File: config.mk
export PLATFORM = sky130hd
export DESIGN_NAME = mac_node_flat
export DESIGN_NICKNAME = d
export VERILOG_FILES = /design/src/rtl/nn_pkg.sv /design/src/rtl/mac_node_if.sv /design/src/rtl/nn_activation.sv /design/src/rtl/mac_node.sv /design/src/flat_wrapper.sv
export SDC_FILE = /design/constraint.sdc
export NUM_CORES = 1
export LEC_CHECK = 0
export BUFFER_PORTS_ARGS = -buffer_cell sky130_fd_sc_hd__buf_2
export CORE_MARGIN = 2
export CORE_UTILIZATION = 65
export CTS_BUF_LIST = sky130_fd_sc_hd__clkbuf_8
export CTS_CLUSTER_SIZE = 12
export DETAILED_ROUTE_END_ITERATION = 16
export MAX_ROUTING_LAYER = met4
export PLACE_DENSITY = 0.89
export SKIP_LAST_GASP = 1
export SLEW_MARGIN = 0
export SYNTH_ARGS = -nofsm -noshare
export SYNTH_HDL_FRONTEND = slang
export SYNTH_HIERARCHICAL = 1
export SYNTH_SLANG_ARGS = --single-unit
export TNS_END_PERCENT = 1
File: constraint.sdc
create_clock -name clk -period 6.4 [get_ports clk]
set_clock_uncertainty 0.2 [all_clocks]
set_input_delay 0.64 -clock clk [delete_from_list [all_inputs] [get_ports clk]]
set_output_delay 0.64 -clock clk [all_outputs]
set_load 0.01 [all_outputs]
File: src/rtl/nn_pkg.sv
// rtl/nn_pkg.sv - shared types and width helpers for the MAC neuron node
package nn_pkg;

    typedef enum logic [1:0] {
        ACT_ID    = 2'd0,
        ACT_RELU  = 2'd1,
        ACT_HSIG  = 2'd2,
        ACT_LRELU = 2'd3
    } act_sel_e;

    typedef enum logic [1:0] {
        S_IDLE  = 2'd0,
        S_ACCUM = 2'd1,
        S_ACT   = 2'd2,
        S_DONE  = 2'd3
    } state_e;

    // Full product width plus enough headroom that n_in terms can never overflow
    function automatic int acc_w(input int width, input int n_in);
        return 2 * width + $clog2(n_in);
    endfunction

endpackage

File: src/rtl/mac_node_if.sv
// rtl/mac_node_if.sv - control, term-input and result handshake bundle of mac_node
interface mac_node_if #(
    parameter int WIDTH = 16,
    parameter int N_IN  = 64
);
    import nn_pkg::*;

    logic                           start;
    logic [$clog2(N_IN+1)-1:0]      n_terms;
    act_sel_e                       act_sel;
    logic                           busy;

    logic                           in_valid;
    logic                           in_ready;
    logic signed [WIDTH-1:0]        coef_in;
    logic signed [WIDTH-1:0]        data_in;

    logic                           out_valid;
    logic                           out_ready;
    logic signed [WIDTH-1:0]        node_out;
    logic                           sat_flag;

    modport master (
        output start, n_terms, act_sel, in_valid, coef_in, data_in, out_ready,
        input  busy, in_ready, out_valid, node_out, sat_flag
    );

    modport slave (
        input  start, n_terms, act_sel, in_valid, coef_in, data_in, out_ready,
        output busy, in_ready, out_valid, node_out, sat_flag
    );

endinterface

File: src/rtl/nn_activation.sv
// rtl/nn_activation.sv - rescale accumulator to WIDTH with saturation, then apply activation
module nn_activation
    import nn_pkg::*;
#(
    parameter int WIDTH = 16,
    parameter int FRAC  = 8,
    parameter int ACC_W = 38
) (
    input  logic signed [ACC_W-1:0] accumulator,
    input  act_sel_e                act_sel,
    output logic signed [WIDTH-1:0] value,
    output logic                    sat
);

    localparam logic signed [ACC_W-1:0] MAX_V = {{(ACC_W-WIDTH+1){1'b0}}, {(WIDTH-1){1'b1}}};
    localparam logic signed [ACC_W-1:0] MIN_V = {{(ACC_W-WIDTH+1){1'b1}}, {(WIDTH-1){1'b0}}};
    localparam logic signed [WIDTH:0]   HALF  = (WIDTH+1)'(2 ** (FRAC - 1));
    localparam logic signed [WIDTH:0]   ONE   = (WIDTH+1)'(2 ** FRAC);

    logic signed [ACC_W-1:0] shifted;
    logic signed [WIDTH-1:0] clipped;
    logic signed [WIDTH:0]   hs;

    always_comb begin
        shifted = accumulator >>> FRAC;
        sat     = 1'b0;
        clipped = shifted[WIDTH-1:0];
        if (shifted > MAX_V) begin
            clipped = {1'b0, {(WIDTH-1){1'b1}}};
            sat     = 1'b1;
        end else if (shifted < MIN_V) begin
            clipped = {1'b1, {(WIDTH-1){1'b0}}};
            sat     = 1'b1;
        end

        // One extra bit so x/4 + 0.5 cannot wrap before the clamp
        hs = (WIDTH+1)'(clipped >>> 2) + HALF;

        value = clipped;
        case (act_sel)
            ACT_ID:    value = clipped;
            ACT_RELU:  value = (clipped < 0) ? '0 : clipped;
            ACT_HSIG: begin
                if (hs < 0)        value = '0;
                else if (hs > ONE) value = ONE[WIDTH-1:0];
                else               value = hs[WIDTH-1:0];
            end
            ACT_LRELU: value = (clipped < 0) ? (clipped >>> 3) : clipped;
            default:   value = clipped;
        endcase
    end

endmodule

File: src/rtl/mac_node.sv
// rtl/mac_node.sv - streaming dot-product neuron: accumulate n_terms products, activate, hand off
module mac_node
    import nn_pkg::*;
#(
    parameter int WIDTH = 16,
    parameter int FRAC  = 8,
    parameter int N_IN  = 64
) (
    input  logic     clk,
    input  logic     n_rst,
    mac_node_if.slave bus
);

    localparam int ACC_W = acc_w(WIDTH, N_IN);
    localparam int CW    = $clog2(N_IN + 1);
    localparam logic [CW-1:0] N_MAX = CW'(N_IN);

    state_e                  state_q, state_d;
    logic signed [ACC_W-1:0] acc_q, acc_d;
    logic [CW-1:0]           cnt_q, cnt_d;
    logic [CW-1:0]           n_terms_q, n_terms_d;
    act_sel_e                act_q, act_d;
    logic signed [WIDTH-1:0] out_q, out_d;
    logic                    sat_q, sat_d;
    logic                    ov_q, ov_d;

    logic signed [2*WIDTH-1:0] prod;
    logic signed [WIDTH-1:0]   act_value;
    logic                      act_sat;

    assign prod = (2*WIDTH)'(bus.coef_in) * (2*WIDTH)'(bus.data_in);

    nn_activation #(
        .WIDTH (WIDTH),
        .FRAC  (FRAC),
        .ACC_W (ACC_W)
    ) u_act (
        .accumulator (acc_q),
        .act_sel     (act_q),
        .value       (act_value),
        .sat         (act_sat)
    );

    always_ff @(posedge clk or negedge n_rst) begin
        if (!n_rst) begin
            state_q   <= S_IDLE;
            acc_q     <= '0;
            cnt_q     <= '0;
            n_terms_q <= '0;
            act_q     <= ACT_ID;
            out_q     <= '0;
            sat_q     <= 1'b0;
            ov_q      <= 1'b0;
        end else begin
            state_q   <= state_d;
            acc_q     <= acc_d;
            cnt_q     <= cnt_d;
            n_terms_q <= n_terms_d;
            act_q     <= act_d;
            out_q     <= out_d;
            sat_q     <= sat_d;
            ov_q      <= ov_d;
        end
    end

    always_comb begin
        state_d   = state_q;
        acc_d     = acc_q;
        cnt_d     = cnt_q;
        n_terms_d = n_terms_q;
        act_d     = act_q;
        out_d     = out_q;
        sat_d     = sat_q;
        ov_d      = ov_q;
        case (state_q)
            S_IDLE: begin
                if (bus.start && (bus.n_terms != '0) && (bus.n_terms <= N_MAX)) begin
                    acc_d     = '0;
                    cnt_d     = '0;
                    n_terms_d = bus.n_terms;
                    act_d     = bus.act_sel;
                    state_d   = S_ACCUM;
                end
            end
            S_ACCUM: begin
                if (bus.in_valid) begin
                    acc_d = acc_q + ACC_W'(prod);
                    cnt_d = cnt_q + CW'(1);
                    if (cnt_d == n_terms_q) state_d = S_ACT;
                end
            end
            S_ACT: begin
                out_d   = act_value;
                sat_d   = act_sat;
                ov_d    = 1'b1;
                state_d = S_DONE;
            end
            S_DONE: begin
                // Result stays parked until the consumer takes it
                if (bus.out_ready) begin
                    ov_d    = 1'b0;
                    state_d = S_IDLE;
                end
            end
            default: state_d = S_IDLE;
        endcase
    end

    assign bus.in_ready  = (state_q == S_ACCUM);
    assign bus.busy      = (state_q != S_IDLE);
    assign bus.out_valid = ov_q;
    assign bus.node_out  = out_q;
    assign bus.sat_flag  = sat_q;

endmodule

File: src/flat_wrapper.sv
// flat-port wrapper written by rule: the top's interface ports become plain ports
module mac_node_flat import nn_pkg::*;
#(
    parameter int WIDTH = 16,
    parameter int FRAC  = 8,
    parameter int N_IN  = 64
)
  (clk, n_rst, bus_start, bus_n_terms, bus_act_sel, bus_in_valid, bus_coef_in, bus_data_in, bus_out_ready, bus_busy, bus_in_ready, bus_out_valid, bus_node_out, bus_sat_flag);
  mac_node_if #(.WIDTH(WIDTH), .N_IN(N_IN)) bus_i ();
  input  logic clk;
  input  logic n_rst;
  input wire logic [$bits(bus_i.start)-1:0] bus_start;
  input wire logic [$bits(bus_i.n_terms)-1:0] bus_n_terms;
  input wire logic [$bits(bus_i.act_sel)-1:0] bus_act_sel;
  input wire logic [$bits(bus_i.in_valid)-1:0] bus_in_valid;
  input wire logic [$bits(bus_i.coef_in)-1:0] bus_coef_in;
  input wire logic [$bits(bus_i.data_in)-1:0] bus_data_in;
  input wire logic [$bits(bus_i.out_ready)-1:0] bus_out_ready;
  output wire logic [$bits(bus_i.busy)-1:0] bus_busy;
  output wire logic [$bits(bus_i.in_ready)-1:0] bus_in_ready;
  output wire logic [$bits(bus_i.out_valid)-1:0] bus_out_valid;
  output wire logic [$bits(bus_i.node_out)-1:0] bus_node_out;
  output wire logic [$bits(bus_i.sat_flag)-1:0] bus_sat_flag;
  assign bus_i.start = bus_start;
  assign bus_i.n_terms = bus_n_terms;
  assign bus_i.act_sel = bus_act_sel;
  assign bus_i.in_valid = bus_in_valid;
  assign bus_i.coef_in = bus_coef_in;
  assign bus_i.data_in = bus_data_in;
  assign bus_i.out_ready = bus_out_ready;
  assign bus_busy = bus_i.busy;
  assign bus_in_ready = bus_i.in_ready;
  assign bus_out_valid = bus_i.out_valid;
  assign bus_node_out = bus_i.node_out;
  assign bus_sat_flag = bus_i.sat_flag;
  mac_node #(.WIDTH(WIDTH), .FRAC(FRAC), .N_IN(N_IN)) u_core (.clk(clk), .n_rst(n_rst), .bus(bus_i));
endmodule
==> metrics, run 1 <==
multi-input logic area 0.0126 mm2; 1st-iter DRT viols 1065; Finish-stage setup viols 6; Final ANT Viol Nets 0; fmax 150 MHz; CTS Hold Bufs 0; Clock Tree Root clkbuf_8; run status complete, but fails checks; core area 0.0241 mm2; nets 2373; r2r endpoint u_core/acc_q[36]; Filler cells 1584; overflow left after global routing 0; # diodes 0; Setup CP Type in2reg; post-synth top area share 0.408; Via-to-Cell Ratio 5.81; Syn Std Cell Area 0.0158 mm2; clock sink count 74; Fin. Hold Viols 0; initial antenna violation count 0; most frequent CP cell fa_1; area added between synthesis and finish 14.9%; largest net degree at the start of global routing 75; R2R Path Start u_core/acc_q[15]; Crit path required time 6.43 ns; synthesized area per cell 9.34 um2; r2r setup slk 0.48 ns; clk_lat worst skew 0.36 ns; Reg clk slew, reported paths 0.08 ns; Seq/Total Area, Yosys 0.117; GP Congestion 0.924; gr usage total 0.337; final hold slack 0.212 ns; Synth Instances 1693; R2R depth 21; Avg WL per Cell 18.4 um; share of cells above drive strength 1 0.182; failing checks negative setup slack; top cells by area, synth fa_1, dfrtp_1, ha_1, inv_1, nand2_1; Total Wirelength 40700 um; Starting Density 0.656; PortBufs 65; Startpoint Class input port; first-pass GRT wire length 66900 um; Die Y-Extent 160 um; Die W 160 um; async set-reset flop share out of synthesis 1.00; DR DRC count 0; Netlist cell types 74; CTS Buf Count 9; dpl hpwl 33300 um; Tmin final 6.65 ns; vias in the first global route 14100; RSZ-0062 raised after global routing yes; worst setup margin -0.250 ns; CTS tree done; crit end category register; crit-path max cell delay 0.55 ns; die area 0.0256 mm2; Boundary Pins 66; crit-path max FO 7; leading area contributor after synthesis fa_1; vias after detailed routing 12900; Hold Path Class in2async; yosys synthesis warning count 6; Seq. cell area 0.00185 mm2; max_cap viols 0; first drt pass iteration count 6; syn_nets 2179; worst relative slew slack 0.127; htree depth 3; Clock Path Buffers 2; row cnt 57; Final period util 1.04; Worst path slowest cell fa_1; Final Max Tran Viols 0; critical path arrival 6.68 ns; crit path cell chain buf_2 -> buf_4 -> and2_1 -> fa_1 -> fa_1 -> fa_1 -> fa_1 -> fa_1 -> inv_1 -> fa_1 -> inv_1 -> ha_2 -> a21oi_2 -> o211ai_1 -> a31o_2 -> a221o_1 -> a21oi_4 -> buf_6 -> o31ai_2 -> o41ai_2 -> mux2i_1 -> nand3_1; #FFs+latches synth 74; worst slew pin tran 1.30 ns; predominant post-synthesis flop cell dfrtp_1; Post-synth EDFFs 0
## state kept, by name (all words and copies together), names as in the netlist
signal	flops
u_core/act_q	2
u_core/cnt_q	7
u_core/n_terms_q	7
u_core/bus.node_out	16
u_core/bus.out_valid	1
u_core/bus.sat_flag	1
u_core/state_q	2
u_core/acc_q	38
## placed cells by master (no fill, tap or decap), drive strengths merged, types with 7 or more instances in the layout
| cell type | count |
|---|---|
| nand2 | 196 |
| ha | 118 |
| and3 | 10 |
| o21bai | 12 |
| a22o | 11 |
| xnor2 | 25 |
| nor3 | 14 |
| nand4 | 8 |
| buf | 233 |
| nor2 | 46 |
| clkbuf | 19 |
| inv | 377 |
| dfrtp | 74 |
| o21ai | 65 |
| nand3 | 20 |
| a21oi | 61 |
| a21o | 14 |
| and2 | 117 |
| mux2 | 28 |
| nor4 | 7 |
| xor2 | 24 |
| fa | 322 |
| o31ai | 9 |
## synth_stat cells, types with 4 or more instances
cell type,count
nand2_1,196
inv_1,375
mux2_2,28
dfrtp_1,74
a22o_1,11
nor3_1,14
o21ai_0,61
a21oi_1,60
clkbuf_1,51
and2_1,116
a211oi_1,6
nor2_1,46
fa_1,322
buf_2,4
xnor2_1,25
xor2_1,24
nor4_1,4
nand3_1,20
a221oi_1,6
o211ai_1,4
ha_1,118
o21bai_1,12
nand2b_1,5
and3_1,10
nand4_1,7
o31ai_1,7
a31oi_1,5
a21o_1,14
## critical path, delay by kind of cell
family / cells / cell delay [ns]
adders and majority gates: 7 / 3.39
AOI/OAI and AO/OA: 7 / 1.49
buffers and inverters: 5 / 0.56
muxes: 1 / 0.28
and+or+nand+nor: 2 / 0.27
## worst max path at each step
stage / startpoint / end / slack (ns) / depth (start not counted)
after floorplan: bus_coef_in[15] / u_core/acc_q[36] / -0.12 / 22
after global placement: bus_coef_in[15] / u_core/acc_q[36] / -0.39 / 24
after detailed placement: bus_coef_in[15] / u_core/acc_q[30] / -0.57 / 25
after CTS: bus_coef_in[9] / u_core/acc_q[34] / -0.1 / 25
after global routing: bus_coef_in[13] / u_core/acc_q[36] / -0.38 / 23
final: bus_coef_in[6] / u_core/acc_q[36] / -0.25 / 22
## cell type report
cell class,instances,area share
Sequential cell,74,0.102
Inverter,376,0.0777
Tap cell,324,0.0223
Clock buffer,11,0.00833
Multi-Input combinational cell,1185,0.692
Clock inverter,2,0.000413
Timing Repair Buffer,241,0.0977
## repair_timing
item,CTS,global route
pin swaps,4,43
resized for setup,5,58
endpoints found under the setup margin,10,16
buffers inserted,0,4
## through the flow
step           instances  setup WS (ns)  TNS, ns  area (um2)   util
6_report            2213         -0.250   -0.560       18200  0.754
5_1_grt             2213         -0.376    -2.50       18200  0.754
4_1_cts             2209        -0.0968   -0.342       18000  0.745
3_5_place_dp        2196         -0.572    -6.65       17800  0.738
3_3_place_gp        2196         -0.392    -3.57       17800  0.738
2_1_floorplan       1693         -0.121   -0.124       16000      -
## cell families (layout without fill, tap and decap cells)
kind of cell               Yosys count  after routing  synth area share
AOI/OAI and AO/OA                  228            228            0.0949
xor gates and xnor gates            49             49            0.0271
adders and majority gates          440            440             0.501
buffers and inverters              434            630             0.104
DFF                                 74             74             0.117
muxes                               29             29            0.0206
and+or+nand+nor                    439            439             0.136
## metal layers
metal	part of all wire	global-route usage	vias up	routed length [um]
li1	-	-	5617	-
met1	0.36	0.392	6475	14600
met2	0.54	0.605	578	21800
met3	0.054	0.0374	182	2180
met4	0.050	0.129	0	2030
met5	0	-	-	0
Power of run 1 is not shown: default switching activity piles up to over one toggle a cycle in this logic, so the estimate is an artifact.
==> run 2: changes to the inputs <==
- REMOVE_ABC_BUFFERS: default -> 1
==> run 2 against run 1 <==
Effect of this change: the flow still finishes with violations (negative setup slack); global-route usage grew 0.64 points; routed wire length grew 7.0%; die area is the same; utilization grew 1.1 points; clock-buffer cell count shrank 2; register-to-register slack gained 0.14 ns; critical path depth grew 1; cell area grew 1.5%; worst hold slack lost 0.0059 ns; non-clock buffer count shrank 10; sequential share of layout area shrank 0.15 points; cell count shrank 0.27%; critical endpoint unchanged.
==> metrics, run 2 (synthesis results as in run 1) <==
clock sink count 74 (unchanged); area added between synthesis and finish 16.6% (was 14.9%); clk_lat worst skew 0.38 ns (was 0.36 ns); 1st-iter DRT viols 1354 (was 1065); critical path arrival 6.52 ns (was 6.68 ns); run status complete, but fails checks (unchanged); fmax 155 MHz (was 150 MHz); Final ANT Viol Nets 0 (unchanged); Fin. Hold Viols 0 (unchanged); vias after detailed routing 13100 (was 12900); initial antenna violation count 1 (was 0); Post-Place Setup Slack -0.547 ns (was -0.572 ns); crit-path max FO 8 (was 7); crit end category register (unchanged); DR DRC count 0 (unchanged); crit-path max cell delay 0.57 ns (was 0.55 ns); RSZ-0062 raised after global routing yes (unchanged); Filler cells 1437 (was 1584); vias in the first global route 14300 (was 14100); Final Max Tran Viols 0 (unchanged); CTS Hold Bufs 0 (unchanged); Bufs and invs on worst path 6 (was 5); Die Y-Extent 160 um (unchanged); overflow left after global routing 0 (unchanged); max_cap viols 0 (unchanged); gr usage total 0.344 (was 0.337); worst relative slew slack 0.168 (was 0.127); GP Congestion 0.976 (was 0.924); crit path cell chain buf_4 -> and2_4 -> fa_1 -> inv_1 -> fa_1 -> inv_1 -> fa_2 -> fa_1 -> fa_1 -> inv_1 -> fa_1 -> inv_1 -> ha_1 -> a211oi_2 -> o21bai_2 -> buf_4 -> nand2b_1 -> and4b_2 -> a21oi_4 -> o31ai_4 -> o41ai_2 -> mux2i_1 -> nand3_1 (was buf_2 -> buf_4 -> and2_1 -> fa_1 -> fa_1 -> fa_1 -> fa_1 -> fa_1 -> inv_1 -> fa_1 -> inv_1 -> ha_2 -> a21oi_2 -> o211ai_1 -> a31o_2 -> a221o_1 -> a21oi_4 -> buf_6 -> o31ai_2 -> o41ai_2 -> mux2i_1 -> nand3_1); Non-Filler Instances 2207 (was 2213); Starting Density 0.656 (unchanged); Clock Path Buffers 2 (unchanged); Setup CP Type in2reg (unchanged); Via-to-Cell Ratio 5.94 (was 5.81); final core occ 0.765 (was 0.754); Startpoint Class input port (unchanged); most frequent cells in the layout inv_1, fa_1, nand2_1 (unchanged); CTS Buf Count 9 (unchanged); Top delay family on crit path adder cells (unchanged); Die W 160 um (unchanged); final setup TNS -0.0777 ns (was -0.560 ns); Final period util 1.01 (was 1.04); Worst path slowest cell fa_1 (unchanged); row cnt 57 (unchanged); number of flip-flops in the largest register 38 (unchanged); Crit path required time 6.46 ns (was 6.43 ns); Finish-stage setup viols 3 (was 6); placed cell count 2176 (was 2196); dpl hpwl 33000 um (was 33300 um); share of cells above drive strength 1 0.204 (was 0.182); largest net degree at the start of global routing 75 (unchanged); Reg clk slew, reported paths 0.09 ns (was 0.08 ns); multi-input logic area 0.0128 mm2 (was 0.0126 mm2); first drt pass iteration count 6 (unchanged); most frequent CP cell fa_1 (unchanged); Total Wirelength 43500 um (was 40700 um); failing checks negative setup slack (unchanged); r2r setup slk 0.62 ns (was 0.48 ns); Boundary Pins 66 (unchanged); core area 0.0241 mm2 (unchanged); PortBufs 65 (unchanged); Tmin final 6.46 ns (was 6.65 ns); CTS tree done (unchanged); Top reg by flops u_core/acc_q (unchanged); Seq. cell area 0.00185 mm2 (unchanged); commonest non-fill, non-tap cell in the layout inv_1 (unchanged); htree depth 3 (unchanged); Hold Path Class in2async (unchanged); die area 0.0256 mm2 (unchanged); first-pass GRT wire length 68300 um (was 66900 um); worst slew pin tran 1.24 ns (was 1.30 ns); Avg WL per Cell 19.7 um (was 18.4 um); worst setup margin -0.0580 ns (was -0.250 ns); Clock Tree Root clkbuf_8 (unchanged); nets 2363 (was 2373)
[run 2: path summary, 6_finish.rpt]
path,startpoint,to,cells past startpoint
max in group asynchronous,n_rst,u_core/acc_q[15],1
min in group clk,bus_out_ready,u_core/bus.out_valid,2
hold reg to reg,u_core/bus.node_out[1],u_core/bus.node_out[1],1
setup / recovery,bus_coef_in[5],u_core/acc_q[36],23
setup reg to reg,u_core/acc_q[15],u_core/acc_q[36],20
hold / removal,n_rst,u_core/acc_q[6],1
[run 2: what timing repair did]
action / 4_1_cts / 5_1_grt
buffers inserted: 0 / 14
resized for setup: 5 / 173
setup endpoints to repair: 7 / 18
pin swaps: 0 / 90
[run 2: layout make-up]
cell class,count,share of cell area
Antenna cell,1,0.000136
Clock buffer,9,0.00672
Clock inverter,7,0.00455
Inverter,376,0.0767
Multi-Input combinational cell,1185,0.692
Sequential cell,74,0.100
Tap cell,324,0.0220
Timing Repair Buffer,231,0.0974
[run 2: stage by stage]
step           cell area (um2)  hold slack (ns)
3_5_place_dp             17500            0.290
2_1_floorplan            15600            0.144
5_1_grt                  18400            0.256
3_3_place_gp             17500            0.282
4_1_cts                  17700            0.244
6_report                 18400            0.206
[run 2: worst reg2reg max path: stages, from the launching register on]
cell,delay [ns]
dfrtp_1,0.50
inv_1,0.15
fa_1,0.52
inv_1,0.06
fa_1,0.56
fa_1,0.47
fa_1,0.56
inv_1,0.06
fa_1,0.53
inv_1,0.06
ha_4,0.24
o21ai_2,0.06
o21bai_2,0.10
buf_4,0.14
nand2b_1,0.13
and4b_2,0.28
a21oi_4,0.23
o31ai_4,0.11
o41ai_2,0.38
mux2i_1,0.22
nand3_1,0.10
[run 2: per-layer routing]
metal,part of all wire,GRT usage,vias up
met5,0,-,-
met4,0.059,0.145,0
met3,0.066,0.0486,244
met2,0.53,0.600,724
met1,0.35,0.401,6538
li1,-,-,5607
Power of run 2 is left out for the same reason.
==> run 3: changes to the inputs <==
- ABC_AREA: default -> 1
==> run 3 against run 2 <==
Effect of this change: the run now ends clean; highest routed layer unchanged; area after synthesis is 7.7% higher; utilization is 6.9 points lower; cell area is 2.2% lower; die area is 7.5% higher.
==> metrics, run 3 <==
leading area contributor after synthesis fa_1 (unchanged); Startpoint Class input port (unchanged); Finish-stage setup viols 0 (was 3); Via-to-Cell Ratio 5.38 (was 5.94); Reg clk slew, reported paths 0.10 ns (was 0.09 ns); Fin. Hold Viols 0 (unchanged); Clock Tree Root clkbuf_8 (unchanged); predominant post-synthesis flop cell dfrtp_1 (unchanged); vias in the first global route 15500 (was 14300); #FFs+latches synth 74 (unchanged); overflow left after global routing 0 (unchanged); most frequent cells in the layout nand2_1, inv_1, fa_1 (was inv_1, fa_1, nand2_1); Synth Instances 2261 (was 1693); # diodes 0 (was 1); yosys synthesis warning count 6 (unchanged); area added between synthesis and finish 5.79% (was 16.6%); Avg WL per Cell 15.9 um (was 19.7 um); Crit path required time 6.50 ns (was 6.46 ns); CTS Hold Bufs 0 (unchanged); first drt pass iteration count 5 (was 6); DR DRC count 0 (unchanged); vias after detailed routing 14300 (was 13100); worst relative slew slack 0.113 (was 0.168); top cells by area, synth fa_1, nand2_1, inv_1, dfrtp_1, ha_1 (was fa_1, dfrtp_1, ha_1, inv_1, nand2_1); Boundary Pins 66 (unchanged); Top reg by flops u_core/acc_q (unchanged); core area 0.0259 mm2 (was 0.0241 mm2); Final period util 0.961 (was 1.01); row cnt 59 (was 57); synth cell count leaders nand2_1, inv_1, fa_1 (was inv_1, fa_1, nand2_1); Syn Std Cell Area 0.0170 mm2 (was 0.0158 mm2); crit end category register (unchanged); Seq/Total Area, Yosys 0.109 (was 0.117); fmax 163 MHz (was 155 MHz); Hold Path Class in2async (unchanged); RSZ-0062 raised after global routing no (was yes); Netlist cell types 41 (was 74); count leader, synth nand2_1 (was inv_1); R2R Path Start u_core/acc_q[15] (unchanged); Die W 166 um (was 160 um); commonest non-fill, non-tap cell in the layout nand2_1 (was inv_1); CTS tree done (unchanged); clock sink count 74 (unchanged); clk_lat worst skew 0.37 ns (was 0.38 ns); largest net degree at the start of global routing 75 (unchanged); max_cap viols 0 (unchanged); 1st-iter DRT viols 995 (was 1354); share of cells above drive strength 1 0.0777 (was 0.204); Total Wirelength 42000 um (was 43500 um); first-pass GRT wire length 73400 um (was 68300 um); Starting Density 0.658 (was 0.656); Resized cells post-CTS 0 (was 5); Final ANT Viol Nets 0 (unchanged); crit-path max FO 16 (was 8); Critical Path Source bus_data_in[8] (was bus_coef_in[5]); async set-reset flop share out of synthesis 1.00 (unchanged); Post-CTS Setup Repair Bufs 0 (unchanged); Setup CP Type in2reg (unchanged); Tmin final 6.15 ns (was 6.46 ns); run status completed (was complete, but fails checks); CTS Buf Count 9 (unchanged); initial antenna violation count 0 (was 1); synthesized area per cell 7.54 um2 (was 9.34 um2); dpl hpwl 36000 um (was 33000 um); nets 2797 (was 2363); post-synth top area share 0.378 (was 0.408); PortBufs 65 (unchanged); Post-synth EDFFs 0 (unchanged); worst slew pin tran 1.32 ns (was 1.24 ns); Die Y-Extent 166 um (was 160 um); die area 0.0275 mm2 (was 0.0256 mm2); htree depth 3 (unchanged); GP Congestion 1.07 (was 0.976); final core occ 0.696 (was 0.765); Clock Path Buffers 2 (unchanged); critical path arrival 6.25 ns (was 6.52 ns); number of flip-flops in the largest register 38 (unchanged); gr usage total 0.338 (was 0.344); Final Max Tran Viols 0 (unchanged)
[run 3: cell types whose count changed in the layout (fill, tap and decap cells not counted), moves of 15 or more]
cell	previous run	this run
nand2_1	186	687
inv_1	358	597
and2_1	112	1
buf_4	153	53
nor2_1	41	126
nand3_1	20	53
buf_6	25	0
xnor2_1	25	1
buf_2	42	64
ha_1	102	118
fa_1	307	322
fa_2	15	0
ha_4	15	0
[run 3: logic make-up (layout without fill, tap and decap cells)]
family | after synthesis | count (layout) | synth area share
AO/OA/AOI/OAI | 121 | 121 | 0.0394
XOR/XNOR | 15 | 15 | 0.00771
adder cells (fa/ha/maj) | 440 | 440 | 0.465
buffers and inverters | 677 | 732 | 0.151
flip-flops | 74 | 74 | 0.109
multiplexers | 17 | 17 | 0.0112
AND/OR/NAND/NOR | 917 | 917 | 0.217
[run 3: layer usage]
layer / wire (um) / up-vias / global-route usage
met5: 0 / - / -
met4: 1520 / 0 / 0.109
met3: 2880 / 136 / 0.0617
met2: 21000 / 575 / 0.569
met1: 16600 / 6934 / 0.415
li1: - / 6616 / -
[run 3: through the flow]
stage          area (um2)  TNS, ns  hold slack (ns)  worst slack, ns  std cells
2_1_floorplan       16700        0            0.144            0.424       2183
3_3_place_gp        17800        0            0.263           0.0393       2635
3_5_place_dp        17800   -0.111            0.266          -0.0531       2635
4_1_cts             18000        0            0.258            0.328       2651
5_1_grt             18000        0            0.254           0.0217       2651
6_report            18000        0            0.234            0.249       2651
[run 3: final cells by class]
cell class	instances	area, um2
timing repair buffer	117	718
sequential	74	1850
clock inverter	6	42.5
inverter	599	2250
clock buffer	10	138
multi-input combinational	1510	12600
tap	335	419
fill	2018	7880
[run 3: final timing paths]
kind / endpoint / slack, ns / depth (start not counted)
hold reg to reg: u_core/acc_q[2] / 0.29 / 2
min in group clk: u_core/act_q[1] / 0.27 / 3
setup / recovery: u_core/acc_q[34] / 0.25 / 23
max in group asynchronous: u_core/acc_q[25] / 5.15 / 1
hold / removal: u_core/acc_q[7] / 0.23 / 1
setup reg to reg: u_core/acc_q[34] / 1.35 / 19
[run 3: critical path: stages]
cell and delay (ns):
buf_2 0.32, nand2_1 0.16, fa_1 0.52, inv_1 0.13, fa_1 0.66, inv_1 0.12, fa_1 0.52, inv_1 0.06
fa_1 0.48, fa_1 0.50, inv_1 0.05, fa_1 0.47, inv_1 0.04, ha_1 0.34, a21oi_1 0.32, nor2_1 0.07
nor2_1 0.15, o21ai_0 0.11, a21oi_1 0.24, nand2_1 0.09, nand2_1 0.06, nand3_1 0.08, nand2_1 0.11
Power of run 3 is left out for the same reason.
